$ cat src/rtl/spi_master_driver.sv
`timescale 1ns/1ps
// spi_master_driver
// Turns a 10-bit parallel command into a serial SPI frame, one bit per clk.
// For read-data commands (opcode 11) it waits TURN cycles and then collects
// an 8-bit reply from MISO, MSB first.
//
// Ports:
//   clk      system clock, rising edge
//   rst_n    synchronous active-low reset
//   start    frame request, accepted only in IDLE
//   cmd      [9:8] opcode (00 wr-addr, 01 wr-data, 10 rd-addr, 11 rd-data),
//            [7:0] payload
//   busy     high while a frame is in progress (state != IDLE)
//   done     one-cycle pulse in the END cycle
//   rd_data  byte captured on the most recent read-data frame
//   MOSI     serial data to slave (0 whenever SS_n is high)
//   SS_n     active-low slave select
//   MISO     serial data from slave
module spi_master_driver #(
    parameter int TURN = 2
) (
    input  logic       clk,
    input  logic       rst_n,
    input  logic       start,
    input  logic [9:0] cmd,
    output logic       busy,
    output logic       done,
    output logic [7:0] rd_data,
    output logic       MOSI,
    output logic       SS_n,
    input  logic       MISO
);

    typedef enum logic [2:0] {
        IDLE,
        SEL,
        SHIFT_OUT,
        TURN_WAIT,
        SHIFT_IN,
        END
    } state_t;

    localparam logic [3:0] TURN_LAST = 4'(TURN - 1);

    state_t      state_reg;
    logic [3:0]  cnt_reg;
    // Latched command; shifted left during SHIFT_OUT so bit 8 is always the
    // next bit to drive. The opcode is preserved separately in is_rd_reg.
    logic [9:0]  cmd_reg;
    logic        is_rd_reg;
    logic [7:0]  shift_reg;

    always_ff @(posedge clk) begin
        if (!rst_n) begin
            state_reg <= IDLE;
            cnt_reg   <= 4'd0;
            cmd_reg   <= 10'd0;
            is_rd_reg <= 1'b0;
            shift_reg <= 8'd0;
            busy      <= 1'b0;
            done      <= 1'b0;
            rd_data   <= 8'h00;
            MOSI      <= 1'b0;
            SS_n      <= 1'b1;
        end else begin
            done <= 1'b0;
            case (state_reg)
                IDLE: begin
                    if (start) begin
                        cmd_reg   <= cmd;
                        is_rd_reg <= (cmd[9:8] == 2'b11);
                        SS_n      <= 1'b0;
                        MOSI      <= cmd[9];
                        busy      <= 1'b1;
                        state_reg <= SEL;
                    end
                end

                SEL: begin
                    // The select bit is repeated as the first command bit.
                    MOSI      <= cmd_reg[9];
                    cnt_reg   <= 4'd0;
                    state_reg <= SHIFT_OUT;
                end

                SHIFT_OUT: begin
                    if (cnt_reg == 4'd9) begin
                        cnt_reg <= 4'd0;
                        MOSI    <= 1'b0;
                        if (is_rd_reg) begin
                            state_reg <= TURN_WAIT;
                        end else begin
                            SS_n      <= 1'b1;
                            done      <= 1'b1;
                            state_reg <= END;
                        end
                    end else begin
                        MOSI    <= cmd_reg[8];
                        cmd_reg <= {cmd_reg[8:0], 1'b0};
                        cnt_reg <= cnt_reg + 4'd1;
                    end
                end

                TURN_WAIT: begin
                    if (cnt_reg == TURN_LAST) begin
                        cnt_reg   <= 4'd0;
                        state_reg <= SHIFT_IN;
                    end else begin
                        cnt_reg <= cnt_reg + 4'd1;
                    end
                end

                SHIFT_IN: begin
                    shift_reg <= {shift_reg[6:0], MISO};
                    if (cnt_reg == 4'd7) begin
                        // Last bit is folded in directly so rd_data is valid
                        // in the same cycle done is high.
                        rd_data   <= {shift_reg[6:0], MISO};
                        cnt_reg   <= 4'd0;
                        SS_n      <= 1'b1;
                        done      <= 1'b1;
                        state_reg <= END;
                    end else begin
                        cnt_reg <= cnt_reg + 4'd1;
                    end
                end

                END: begin
                    busy      <= 1'b0;
                    state_reg <= IDLE;
                end

                default: begin
                    SS_n      <= 1'b1;
                    MOSI      <= 1'b0;
                    busy      <= 1'b0;
                    state_reg <= IDLE;
                end
            endcase
        end
    end

endmodule

$ cat config.mk
export PLATFORM = sky130hd
export DESIGN_NAME = spi_master_driver
export DESIGN_NICKNAME = d
export VERILOG_FILES = /design/src/rtl/spi_master_driver.sv
export SDC_FILE = /design/constraint.sdc
export NUM_CORES = 1
export LEC_CHECK = 0
export CAP_MARGIN = 20
export CELL_PAD_IN_SITES_DETAIL_PLACEMENT = 1
export CELL_PAD_IN_SITES_GLOBAL_PLACEMENT = 1
export CORE_MARGIN = 5
export CORE_UTILIZATION = 45
export CTS_BUF_LIST = sky130_fd_sc_hd__clkbuf_8
export DETAILED_ROUTE_END_ITERATION = 12
export HOLD_SLACK_MARGIN = 0.1
export PLACE_DENSITY_LB_ADDON = 0.1
export SYNTH_ARGS = -nofsm -noshare
export SYNTH_HDL_FRONTEND = slang
export SYNTH_SLANG_ARGS = --single-unit
$ cat constraint.sdc
create_clock -name clk -period 5.1 [get_ports clk]
set_input_delay 1.53 -clock clk [delete_from_list [all_inputs] [get_ports clk]]
set_output_delay 1.53 -clock clk [all_outputs]
set_load 0.005 [all_outputs]
# Word level (Yosys, flattened, before mapping)
# Cells that the tools add are included.
# Widths: inputs -> output; s select.
[totals]
reg_bits = 37
input_bits = 14
output_inout_bits = 12
word_cells = 69
[classes]
add_sub_neg = 1
n_eq_ne = 15
muxes = 27
bitwise_logic = 3
reduce_logical = 13
[ops]
columns = ["cell", "count"]
rows = [
  ["$mux 10", 2],
  ["$pmux 10 s2", 1],
  ["$pmux 4 s4", 1],
  ["$mux 3", 5],
  ["$pmux 3 s5", 1],
  ["$mux 4", 3],
  ["$ne 2x2->1 const B", 6],
  ["$mux 1", 10],
  ["$pmux 1 s4", 2],
  ["$reduce_and 2->1", 4],
  ["$eq 3x2->1 const B", 2],
  ["$eq 3x3->1 const B", 2],
  ["$reduce_or 3->1", 2],
  ["$reduce_and 5->1", 1],
  ["$add 4x1->4 const B", 1],
  ["$eq 4x1->1 const B", 1],
  ["$eq 4x3->1 const B", 1],
  ["$eq 4x4->1 const B", 1],
  ["$pmux 1 s2", 2],
  ["$reduce_and 4->1", 1],
  ["$reduce_bool 4->1", 1],
  ["$reduce_or 4->1", 1],
  ["$eq 3x1->1 const B", 1],
  ["$logic_not 3->1", 1],
  ["other kinds (4)", 6],
]

# Longest topological paths before layout
# Gate-level depths: netlist (run 1).
[logic_depth]
depth_word = 4
depth_mapped = 7
mapped_depth_nobuf = 6

# Worst setup path before layout (run 1)
# No wires, ideal clock.
[synth_path]
path_type = "in2reg"
startpoint = "in start"
endpoint = "reg cmd_reg[8]"
setup_ps = 79
arrival_time_ps = 2390
required_time_ps = 5021
setup_slack_ps = 2630
path_stages = 5
n_path_buf = 1
cell_sequence = "nor2_1 > a311oi_4 > buf_6 > nor2_1 > a211oi_2"
[synth_between]
elab_chain_cells = 2
[synth_lines]
columns = ["item", "line_no", "rtl"]
rows = [
  ["start: declaration", "24", "input logic start,"],
  ["$ne 2x2->1 (no line)", "--", ""],
  ["$reduce_and 3->1 (no line)", "--", ""],
  ["end signal: assignment", "70", "cmd_reg <= cmd;"],
  ["end signal: assignment", "99", "cmd_reg <= {cmd_reg[8:0], 1'b0};"],
  ["end: declaration", "49", "logic [9:0] cmd_reg;"],
]
# No other way between the ends.
# A chain may end at the register's enable or synchronous reset.

# Worst setup path after layout (run 1)
[layout_path]
startpoint = "in start"
endpoint = "reg cmd_reg[0]"
# The elaborated chain is that of the path after synthesis.

==> summary.md, run 1 <==
| Metric | Value |
|---|---|
| Pins Over Slew Limit | 0 |
| Cell variety after synth | 40 |
| Ant diodes | 0 |
| ANT nets after route | 0 |
| H-tree Lvls | 2 |
| Minimum clock period | 3.21 ns |
| Int Pwr | 459 uW |
| Ranking of synthesized cells by area | dfxtp_1 (43%), mux2i_1 (9.8%), a21oi_1 (6.3%) |
| Worst min-delay path startpoint | shift_reg[1] |
| Number of hold buffers added after cts | 0 |
| Hold Crit Endpoint | shift_reg[2] |
| Fin. Hold Viols | 0 |
| Run status | complete, no violations |
| Startpoint Class | input pin |
| Clock-pin slew on the worst setup and hold paths | 0.07 ns |
| Share of flip-flops with an asynchronous set or reset | 0% |
| CTS tree | built |
| GRT Util Overall | ~17% |
| Top FF cell, synth | dfxtp_1 |
| Vias/cell | around 5.5 |
| Total CTS buffers | 5 |
| Setup fix buffers added after clock tree synthesis | 0 |
| CP delay by family, top | compound AO/OA/AOI/OAI gates |
| CP max stage delay | a little under 0.8 ns |
| First-pass DRT Iterations | 4 |
| Total power draw | 627 uW |
| Top-count cell post-synth | dfxtp_1 |
| Switching Share | 26.8% |
| Mapped Cells | 197 |
| DRT iter0 DRCs | 57 |
| Global placer's final weighted congestion | 0.747 |
| Pin count of the biggest net entering global routing | 35 |
| Reg2reg start | cnt_reg[1] |
| Seq pwr share | between 50% and 60% |
| DP Area | 1970 sq um |
| Max-slew headroom at the worst pin | 43.1% |
| Synthesis Warnings | 0 |
| Post-Layout Cell Count | between 200 and 300 |
| Top-area cell type share of the netlist area | roughly 43% |
| Hold crit path type | reg2reg |
| CP arrival | 3.39 ns |
| Endpoint class of the critical path | flip-flop |
| R2R setup slack | ~3.0 ns |
| Most common library cells after synthesis | dfxtp_1 (37), nor2_1 (24), nand2_1 (23) |
| Remaining global-route overflow | 0 |
| Clock sinks | 37 |
| Die area | 5200 sq um |
| Final Util | 56.1% |
| Buf/Inv on CP | 1 |
| Final instance area | 2070 sq um |
| CP Cell Sequence | clkdlybuf4s50_1, nor2_1, a311oi_4, o21ai_0, and2_1 |
| Initial core utilization | 47.1% |
| RSZ-0062 raised after global routing | false |
| Vias in the first global route | 1498 |
| Core area | 3690 sq um |
| DP Cell Count | 258 |
| Crit-path slowest cell | a311oi_4 |
| Clk pwr share | 32.6% |
| Final setup violation count | 0 |
| Initial antenna violation count | 0 |
| Largest area contributor in the netlist | dfxtp_1 |
| R2R Path End | cmd_reg[0] |
| FILL cells | between 400 and 500 |
| Global-route wire length before repair | 6.93 mm |
| Worst Reg-to-Reg Cells | 6 |
| Nets | 234 |
| Worst Skew | 0.00649 ns |
| FP Rows | 22 |
| Routed wire length | a little over 4 mm |
| Sw Pwr | about 170 uW |
| Max FFs per register | 10 |
| Die W | 72.1 um |
| Worst Max-Slew Pin Slew | 0.853 ns |
| # Max-Cap Violations | 0 |
| Synth Net Count | between 200 and 250 |
| FF+latch count, synth | 37 |
| Critical path class | in2reg |
| Cts repair resizes | 0 |
| Final Cycle Share | 63.0% |
| CTS Buffer Depth | 2 |
| Fmax | ~310 MHz |
| PwrDens | between 300 and 400 nW/um^2 |
| Hold depth | 2 |
| Synthesized area per cell | about 8.8 sq um |
| # port buffers | 25 |
| Root Driver | clkbuf_8 |
| Final HPWL DP | 2.82 mm |
| Post-route setup TNS | 0 ns |
| Top Ports | 26 |
| Largest fanout on the critical path | 19 |
| Sequential-to-total area share from yosys stat | 42.6% |
| Synth Cell Area | 1740 sq um |
| Vias | 1471 |
| Proportion of layout cells with a drive suffix above 1 | 6.88% |
| Worst EP required | 5.28 ns |
| Routed wire per std cell | 15.4 um |
| Peak supply drop | 0.146 mV |
| Comb power frac | 15.7% |
| Die Y | a little over 70 um |
| Leakage power total | 0.000731 uW |
| DRC viols | 0 |
| Worst skew pair latency | 0.28 ns |
| Layout area overhead | 19.0% |
| Number of synthesized flops with an enable pin | 0 |
[tightest hold or removal path: stages, from the launching register on]
cell and delay, ns:
dfxtp_1 0.32, nand2_1 0.06, a21oi_1 0.05
[layout by cell type, fill, tap and decap left out, types with 5 or more instances in the layout]
cell             instances
a211oi_1                 9
a21oi_1                 22
clkbuf_8                 6
clkdlybuf4s50_1         25
dfxtp_1                 37
inv_1                    5
mux2i_1                 17
nand2_1                 23
nor2_1                  24
o21ai_0                  6
[how the worst max path moves through the flow]
stage          start          to  slack [ns]  depth (start not counted)
3_5_place_dp   start  cmd_reg[0]        1.68                          5
3_3_place_gp   start  cmd_reg[0]        1.75                          5
6_report       start  cmd_reg[0]        1.89                          5
2_1_floorplan  start  cmd_reg[8]        2.63                          5
4_1_cts        start  cmd_reg[0]        1.92                          5
5_1_grt        start  cmd_reg[0]        1.77                          5
[cell families after synthesis]
family	synth area share [%]
AO/OA/AOI/OAI	19.9
multiplexers	10.4
AND/OR/NAND/NOR	18.9
adder cells (fa/ha/maj)	1.44
XOR/XNOR	1.01
buffers and inverters	5.76
flip-flops	42.6
[per-stage QoR]
stage | hold slack (ns) | setup slack, ns
2_1_floorplan | 0.436 | 2.63
3_3_place_gp | 0.450 | 1.75
3_5_place_dp | 0.466 | 1.68
4_1_cts | 0.474 | 1.92
5_1_grt | 0.512 | 1.77
6_report | 0.471 | 1.89
[power by group through the flow]
stage | logic (uW) | clock network [uW] | registers (uW)
2_1_floorplan | 76.5 | 0 | 322
3_3_place_gp | 94.2 | 0 | 330
3_5_place_dp | 97.3 | 0 | 331
4_1_cts | 98.7 | 213 | 325
5_1_grt | 110 | 223 | 327
6_report | 98.6 | 204 | 324
[metal layers]
layer  part of all wire [%]  vias to the layer above  global-route usage (%)
met1                     44                      721                    18.1
met4                   0.80                        0                    4.38
met5                      0                        -                       0
li1                       -                      728                       -
met2                     53                       18                    31.4
met3                    2.4                        4                    4.16
[cell type report]
class | count | area, sq um | area share (%)
multi-input cells | 142 | 897 | 43.4
flip-flops and latches | 37 | 741 | 35.8
repair buffers | 27 | 265 | 12.8
clock buffers | 6 | 82.6 | 3.99
well taps | 48 | 60.1 | 2.90
inverters | 5 | 18.8 | 0.907
clock inverters | 1 | 3.75 | 0.181
Note: power is estimated with default switching activity, not from simulation.
==> run 2: changes to the inputs <==
--- a/config.mk
+++ b/config.mk
@@ -9,7 +9,7 @@
 export CELL_PAD_IN_SITES_DETAIL_PLACEMENT = 1
 export CELL_PAD_IN_SITES_GLOBAL_PLACEMENT = 1
 export CORE_MARGIN = 5
-export CORE_UTILIZATION = 45
+export CORE_UTILIZATION = 42
 export CTS_BUF_LIST = sky130_fd_sc_hd__clkbuf_8
 export DETAILED_ROUTE_END_ITERATION = 12
 export HOLD_SLACK_MARGIN = 0.1
==> constraint.sdc (replaced) <==
create_clock -name clk -period 3.3 [get_ports clk]
set_input_delay 0.99 -clock clk [delete_from_list [all_inputs] [get_ports clk]]
set_output_delay 0.99 -clock clk [all_outputs]
set_load 0.005 [all_outputs]
==> summary.md, run 2 (same netlist as run 1, synthesis figures left out) <==
| Metric | Value |
|---|---|
| Pins Over Slew Limit | 0 (unchanged) |
| FILL cells | 460 (+2.4%) |
| FP Rows | 23 (+4.5%) |
| Commonest non-fill, non-tap cells in the layout | dfxtp_1 (37), clkdlybuf4s50_1 (25), nor2_1 (24) |
| Layout area overhead | 19.8% |
| Crit-path slowest cell | clkdlybuf4s50_1 |
| CP arrival | 2.51 ns (-0.88 ns) |
| Met2 Resource Use GR | 26.3% (-5.2 points) |
| Worst Skew | 0.00858 ns (+0.00209 ns) |
| GRT Util Overall | 17.2% (+0.56 points) |
| Proportion of layout cells with a drive suffix above 1 | 8.14% (+1.3 points) |
| Root Driver | clkbuf_8 |
| Worst skew pair latency | 0.29 ns (about the same) |
| Max FFs per register | 10 (unchanged) |
| Area of the multi-input gates | 897 sq um (unchanged) |
| Total CTS buffers | 5 (unchanged) |
| Routed wire length | 4.17 mm (+1.8%) |
| Hold crit path type | reg2reg |
| DRC viols | 0 (unchanged) |
| Final setup violation count | 0 (unchanged) |
| ANT nets after route | 0 (unchanged) |
| Initial antenna violation count | 0 (unchanged) |
| Initial core utilization | 43.4% (-3.7 points) |
| First-pass DRT Iterations | 4 (unchanged) |
| Global-route wire length before repair | 7.28 mm (+5.0%) |
| RSZ-0062 raised after global routing | false |
| Vias/cell | 5.44 (-1.6%) |
| Remaining global-route overflow | 0 (unchanged) |
| Setup fix buffers added after clock tree synthesis | 0 (unchanged) |
| CTS tree | built |
| Seq pwr share | 52.3% (+0.6 points) |
| Pin count of the biggest net entering global routing | 21 (-40%) |
| Final HPWL DP | 2.94 mm (+4.1%) |
| Global placer's final weighted congestion | 0.749 (+0.25%) |
| Grt peak-use layer | met2 |
| # port buffers | 25 (unchanged) |
| WHS | 0.474 ns (+0.00267 ns) |
| Leakage power total | 0.000742 uW (+1.4%) |
| Number of hold buffers added after cts | 0 (unchanged) |
| Routed wire per std cell | 15.4 um (about the same) |
| Run status | complete, no violations |
| Most Frequent Cell on Critical Path | nor2_1 |
| Post-route setup TNS | 0 ns (unchanged) |
| Top Ports | 26 (unchanged) |
| Die Y | 74.3 um (+3.0%) |
| Final Cycle Share | 70.1% |
| Register area | 741 sq um (unchanged) |
| Nets | 236 (+0.85%) |
| Switching Share | 27.8% (+0.98 points) |
| Ant diodes | 0 (unchanged) |
| Comb power frac | 16.3% (+0.6 points) |
| Sw Pwr | 266 uW (+59%) |
| Die area | 5520 sq um (+6.1%) |
| # Max-Cap Violations | 0 (unchanged) |
| Fmax | approximately 430 MHz |
| Worst EP required | 3.50 ns (-1.78 ns) |
| Die W | 74.3 um (+3.0%) |
| Largest fanout on the critical path | 19 (unchanged) |
| CP max stage delay | 0.59 ns (-0.19 ns) |
| Critical path class | in2reg |
| Core area | 4000 sq um (+8.4%) |
| PwrDens | 461 nW/um^2 (+52%) |
| Cts repair resizes | 0 (unchanged) |
| Fin. Hold Viols | 0 (unchanged) |
| Vias | 1475 (+0.27%) |
| CP Cell Sequence | clkdlybuf4s50_1, nor2_1, a311oi_4, buf_4, nor2_1, a211oi_1 |
| Max-slew headroom at the worst pin | 61.9% (+19 points) |
| Clock-pin slew on the worst setup and hold paths | 0.07 ns (about the same) |
| Met3 usage | 4.73% (+0.57 points) |
| Endpoint class of the critical path | flip-flop |
| DRT iter0 DRCs | 91 (+60%) |
| Most common cell after layout, fill and taps aside | dfxtp_1 |
| Startpoint Class | input pin |
| Vias in the first global route | 1522 (+1.6%) |
| Peak supply drop | 0.285 mV (+95%) |
| Int Pwr | 693 uW (+51%) |
| Minimum clock period | 2.31 ns |
| Worst Max-Slew Pin Slew | 0.564 ns (-0.289 ns) |
| Clk pwr share | 31.4% (-1.2 points) |
| Clock sinks | 37 (unchanged) |
| CTS Buffer Depth | 2 (unchanged) |
| H-tree Lvls | 2 (unchanged) |
| Global routing usage on met1 | 22.9% (+4.8 points) |
-- run 2: changes by cell type in the layout (fill, tap and decap cells not counted) --
| cell | delta |
|---|---|
| clkbuf_8 | -1 |
| clkinv_2 | +2 |
| buf_4 | +2 |
-- run 2: area by class of cell --
cell class,instances,share of cell area [%]
Clock buffer,5,3.31
Clock inverter,3,0.661
Inverter,5,0.901
Multi-Input combinational cell,142,43.1
Sequential cell,37,35.6
Tap cell,50,3.00
Timing Repair Buffer,29,13.5
-- run 2: path summary, 6_finish.rpt --
check | startpoint | end | slack [ns] | depth (start not counted)
setup reg to reg | state_reg[2] | rd_data[2] | 1.25 | 4
hold / removal | shift_reg[6] | shift_reg[6] | 0.47 | 2
setup / recovery | start | cmd_reg[3] | 0.99 | 6
hold reg to reg | shift_reg[6] | shift_reg[6] | 0.47 | 2
-- run 2: metrics by stage --
step                      cells  power (uW)  setup slack, ns  util, %  cell area, sq um
after floorplan             197         615             1.37        -              1740
after global placement      263         661            0.766     50.0              2000
after detailed placement    263         667            0.707     50.0              2000
after CTS                   271         974            0.992     52.0              2080
after global routing        271        1020            0.845     52.0              2080
final                       271         959            0.988     52.0              2080
-- run 2: per-layer routing --
metal	routed length, um	up-vias	share of wire, %
li1	-	734	-
met1	2070	697	50
met2	1870	32	45
met3	111	12	2.7
met4	121	0	2.9
met5	0	-	0
-- run 2: power by group through the flow --
stage	clock network [uW]	registers [uW]	logic [uW]
final	301	502	156
after global routing	336	507	174
after CTS	314	502	158
after detailed placement	0	512	155
after global placement	0	511	150
after floorplan	0	497	118
-- run 2: critical path, delay by kind of cell --
kind / cells / cell delay [ns]
AND/OR/NAND/NOR: 2 / 0.16
AO/OA/AOI/OAI: 2 / 0.50
buffers and inverters: 2 / 0.86
==> run 3: changes to the inputs <==
==> constraint.sdc (replaced) <==
create_clock -name clk -period 2.19 [get_ports clk]
set_input_delay 0.657 -clock clk [delete_from_list [all_inputs] [get_ports clk]]
set_output_delay 0.657 -clock clk [all_outputs]
set_load 0.005 [all_outputs]
==> summary.md, run 3 (same netlist as run 1, synthesis figures left out) <==
| Metric | Value |
|---|---|
| DP Cell Count | 267 (+1.5%) |
| Commonest non-fill, non-tap cells in the layout | dfxtp_1 (37), clkdlybuf4s50_1 (25), nor2_1 (24) |
| Routed wire length | 4.41 mm (+5.8%) |
| Seq pwr share | 48.0% (-4.3 points) |
| Initial antenna violation count | 0 (unchanged) |
| Layout area overhead | 23.3% |
| Die area | 5520 sq um (unchanged) |
| Number of hold buffers added after cts | 0 (unchanged) |
| Worst Reg-to-Reg Cells | 7 (+3) |
| Largest fanout on the critical path | 6 (-13) |
| Final HPWL DP | 3.14 mm (+6.8%) |
| # port buffers | 25 (unchanged) |
| Vias in the first global route | 1653 (+8.6%) |
| CP Cell Sequence | clkdlybuf4s50_1, buf_4, nor4b_1, nand2_1, o21ai_0, and2_1 |
| Final setup violation count | 0 (unchanged) |
| Hold depth | 2 (unchanged) |
| Worst Max-Slew Pin Slew | 0.540 ns (-0.0242 ns) |
| Worst EP required | 2.43 ns (-1.07 ns) |
| Post-route met1 wirelength | 1.99 mm (-3.7%) |
| Die W | 74.3 um (unchanged) |
| Sw Pwr | 415 uW (+56%) |
| Fmax | approximately 530 MHz |
| WL met2 | 2.15 mm (+15%) |
| DR top layer | met4 |
| FP Rows | 23 (unchanged) |
| Total CTS buffers | 5 (unchanged) |
| Comb power frac | 17.8% (+1.5 points) |
| WHS | 0.474 ns (-0.000486 ns) |
| GRT Util Overall | 18.5% (+1.3 points) |
| Vias/cell | 5.45 (+0.15%) |
| Run status | complete, no violations |
| Clk pwr share | 34.2% (+2.8 points) |
| Cts repair resizes | 0 (unchanged) |
| Initial core utilization | 43.4% (unchanged) |
| Die Y | 74.3 um (unchanged) |
| Reg2reg start | cnt_reg[1] |
| Worst min-delay path startpoint | shift_reg[6] |
| CP max stage delay | 0.49 ns (-0.10 ns) |
| Fin. Hold Viols | 0 (unchanged) |
| Int Pwr | 1130 uW (+63%) |
| H-tree Lvls | 2 (unchanged) |
| CTS Buffer Depth | 2 (unchanged) |
| Hold crit path type | reg2reg |
| Worst Skew | 0.00981 ns (+0.00123 ns) |
| Most common cell after layout, fill and taps aside | dfxtp_1 |
| Max FFs per register | 10 (unchanged) |
| PwrDens | 720 nW/um^2 (+56%) |
| Max-slew headroom at the worst pin | 63.5% (+1.6 points) |
| CTS tree | built |
| Total power draw | 1540 uW (+61%) |
| Global-route wire length before repair | 7.78 mm (+6.9%) |
| Minimum clock period | about 1.9 ns |
| Peak supply drop | 0.362 mV (+27%) |
| DRT iter0 DRCs | 55 (-40%) |
| Buf/Inv on CP | 2 (unchanged) |
| Routed wire per std cell | 16.1 um (+4.2%) |
| Crit-path slowest cell | clkdlybuf4s50_1 |
| Clock sinks | 37 (unchanged) |
| Switching Share | 26.9% (-0.86 points) |
| Hold Crit Endpoint | shift_reg[6] |
| First-pass DRT Iterations | 4 (unchanged) |
| Setup fix buffers added after clock tree synthesis | 0 (unchanged) |
| Pin count of the biggest net entering global routing | 23 (+9.5%) |
| Remaining global-route overflow | 0 (unchanged) |
| CP delay by family, top | simple AND/OR/NAND/NOR gates |
| CP arrival | 2.14 ns (-0.37 ns) |
| Post-route setup TNS | 0 ns (unchanged) |
| Vias | 1499 (+1.6%) |
| Core area | 4000 sq um (unchanged) |
| # Max-Cap Violations | 0 (unchanged) |
| FILL cells | 474 (+3.0%) |
| Final Util | 53.6% (+1.5 points) |
| Startpoint Class | input pin |
| Pins Over Slew Limit | 0 (unchanged) |
| Proportion of layout cells with a drive suffix above 1 | 10.2% (+2.1 points) |
| Endpoint class of the critical path | flip-flop |
| Root Driver | clkbuf_8 |
| R2R Path End | cmd_reg[3] |
| DRC viols | 0 (unchanged) |
| Nets | 240 (+1.7%) |
| Critical path class | in2reg |
| RSZ-0062 raised after global routing | false |
| R2R setup slack | 0.37 ns (-0.88 ns) |
| Global placer's final weighted congestion | 0.808 (+7.9%) |
| Final Cycle Share | 86.8% |
| Leakage power total | 0.000772 uW (+4.1%) |
| Worst skew pair latency | 0.30 ns (about the same) |
| Clock-pin slew on the worst setup and hold paths | 0.07 ns (about the same) |
| WL met3 | 143 um (+29%) |
| Top Ports | 26 (unchanged) |
| Post-Layout Cell Count | 275 (+1.5%) |
| Ant diodes | 0 (unchanged) |
| ANT nets after route | 0 (unchanged) |
## run 3: changes by cell type in the layout (fill, tap and decap cells not counted), sizes merged
cell	delta
buf	+4
clkbuf	+2
clkinv	-1
inv	-1
## run 3: worst max-delay path by stage
stage                     startpoint          to  slack, ns  cells past startpoint
after floorplan           cnt_reg[1]  cmd_reg[8]       0.52                      7
after global routing           start  cmd_reg[0]       0.15                      6
after detailed placement       start  cmd_reg[0]     -0.003                      6
after global placement         start   is_rd_reg       0.06                      5
final                          start  cmd_reg[0]       0.29                      6
after CTS                      start  cmd_reg[0]       0.28                      6
## run 3: stage by stage
| stage | setup slack [ns] | cell area [sq um] |
|---|---|---|
| floorplan | 0.524 | 1740 |
| global placement | 0.0554 | 2040 |
| detailed placement | -0.00307 | 2040 |
| CTS | 0.279 | 2140 |
| global route | 0.147 | 2140 |
| finish | 0.290 | 2140 |
## run 3: final cells by class
cell class | instances | area [sq um] | share of cell area [%]
Clock inverter | 1 | 5.00 | 0.234
Sequential cell | 37 | 741 | 34.6
Multi-Input combinational cell | 142 | 897 | 41.9
Clock buffer | 7 | 96.3 | 4.50
Tap cell | 50 | 62.6 | 2.92
Timing Repair Buffer | 33 | 323 | 15.1
Inverter | 5 | 18.8 | 0.876
## run 3: power by group through the flow
| stage | registers [uW] | clock network, uW | logic, uW |
|---|---|---|---|
| global route | 746 | 578 | 304 |
| global placement | 754 | 0 | 259 |
| floorplan | 749 | 0 | 178 |
| finish | 740 | 527 | 274 |
| CTS | 741 | 547 | 279 |
| detailed placement | 756 | 0 | 275 |
## run 3: routing by layer
layer / vias to the layer above / global-route usage (%)
met5: - / 0
met2: 33 / 30.8
met4: 0 / 8.89
met3: 16 / 5.00
li1: 737 / -
met1: 713 / 22.0
## run 3: tightest hold or removal path: stages, from the launching register on
cell and delay [ns]:
dfxtp_1 0.32, nand2_1 0.05, a21oi_1 0.06
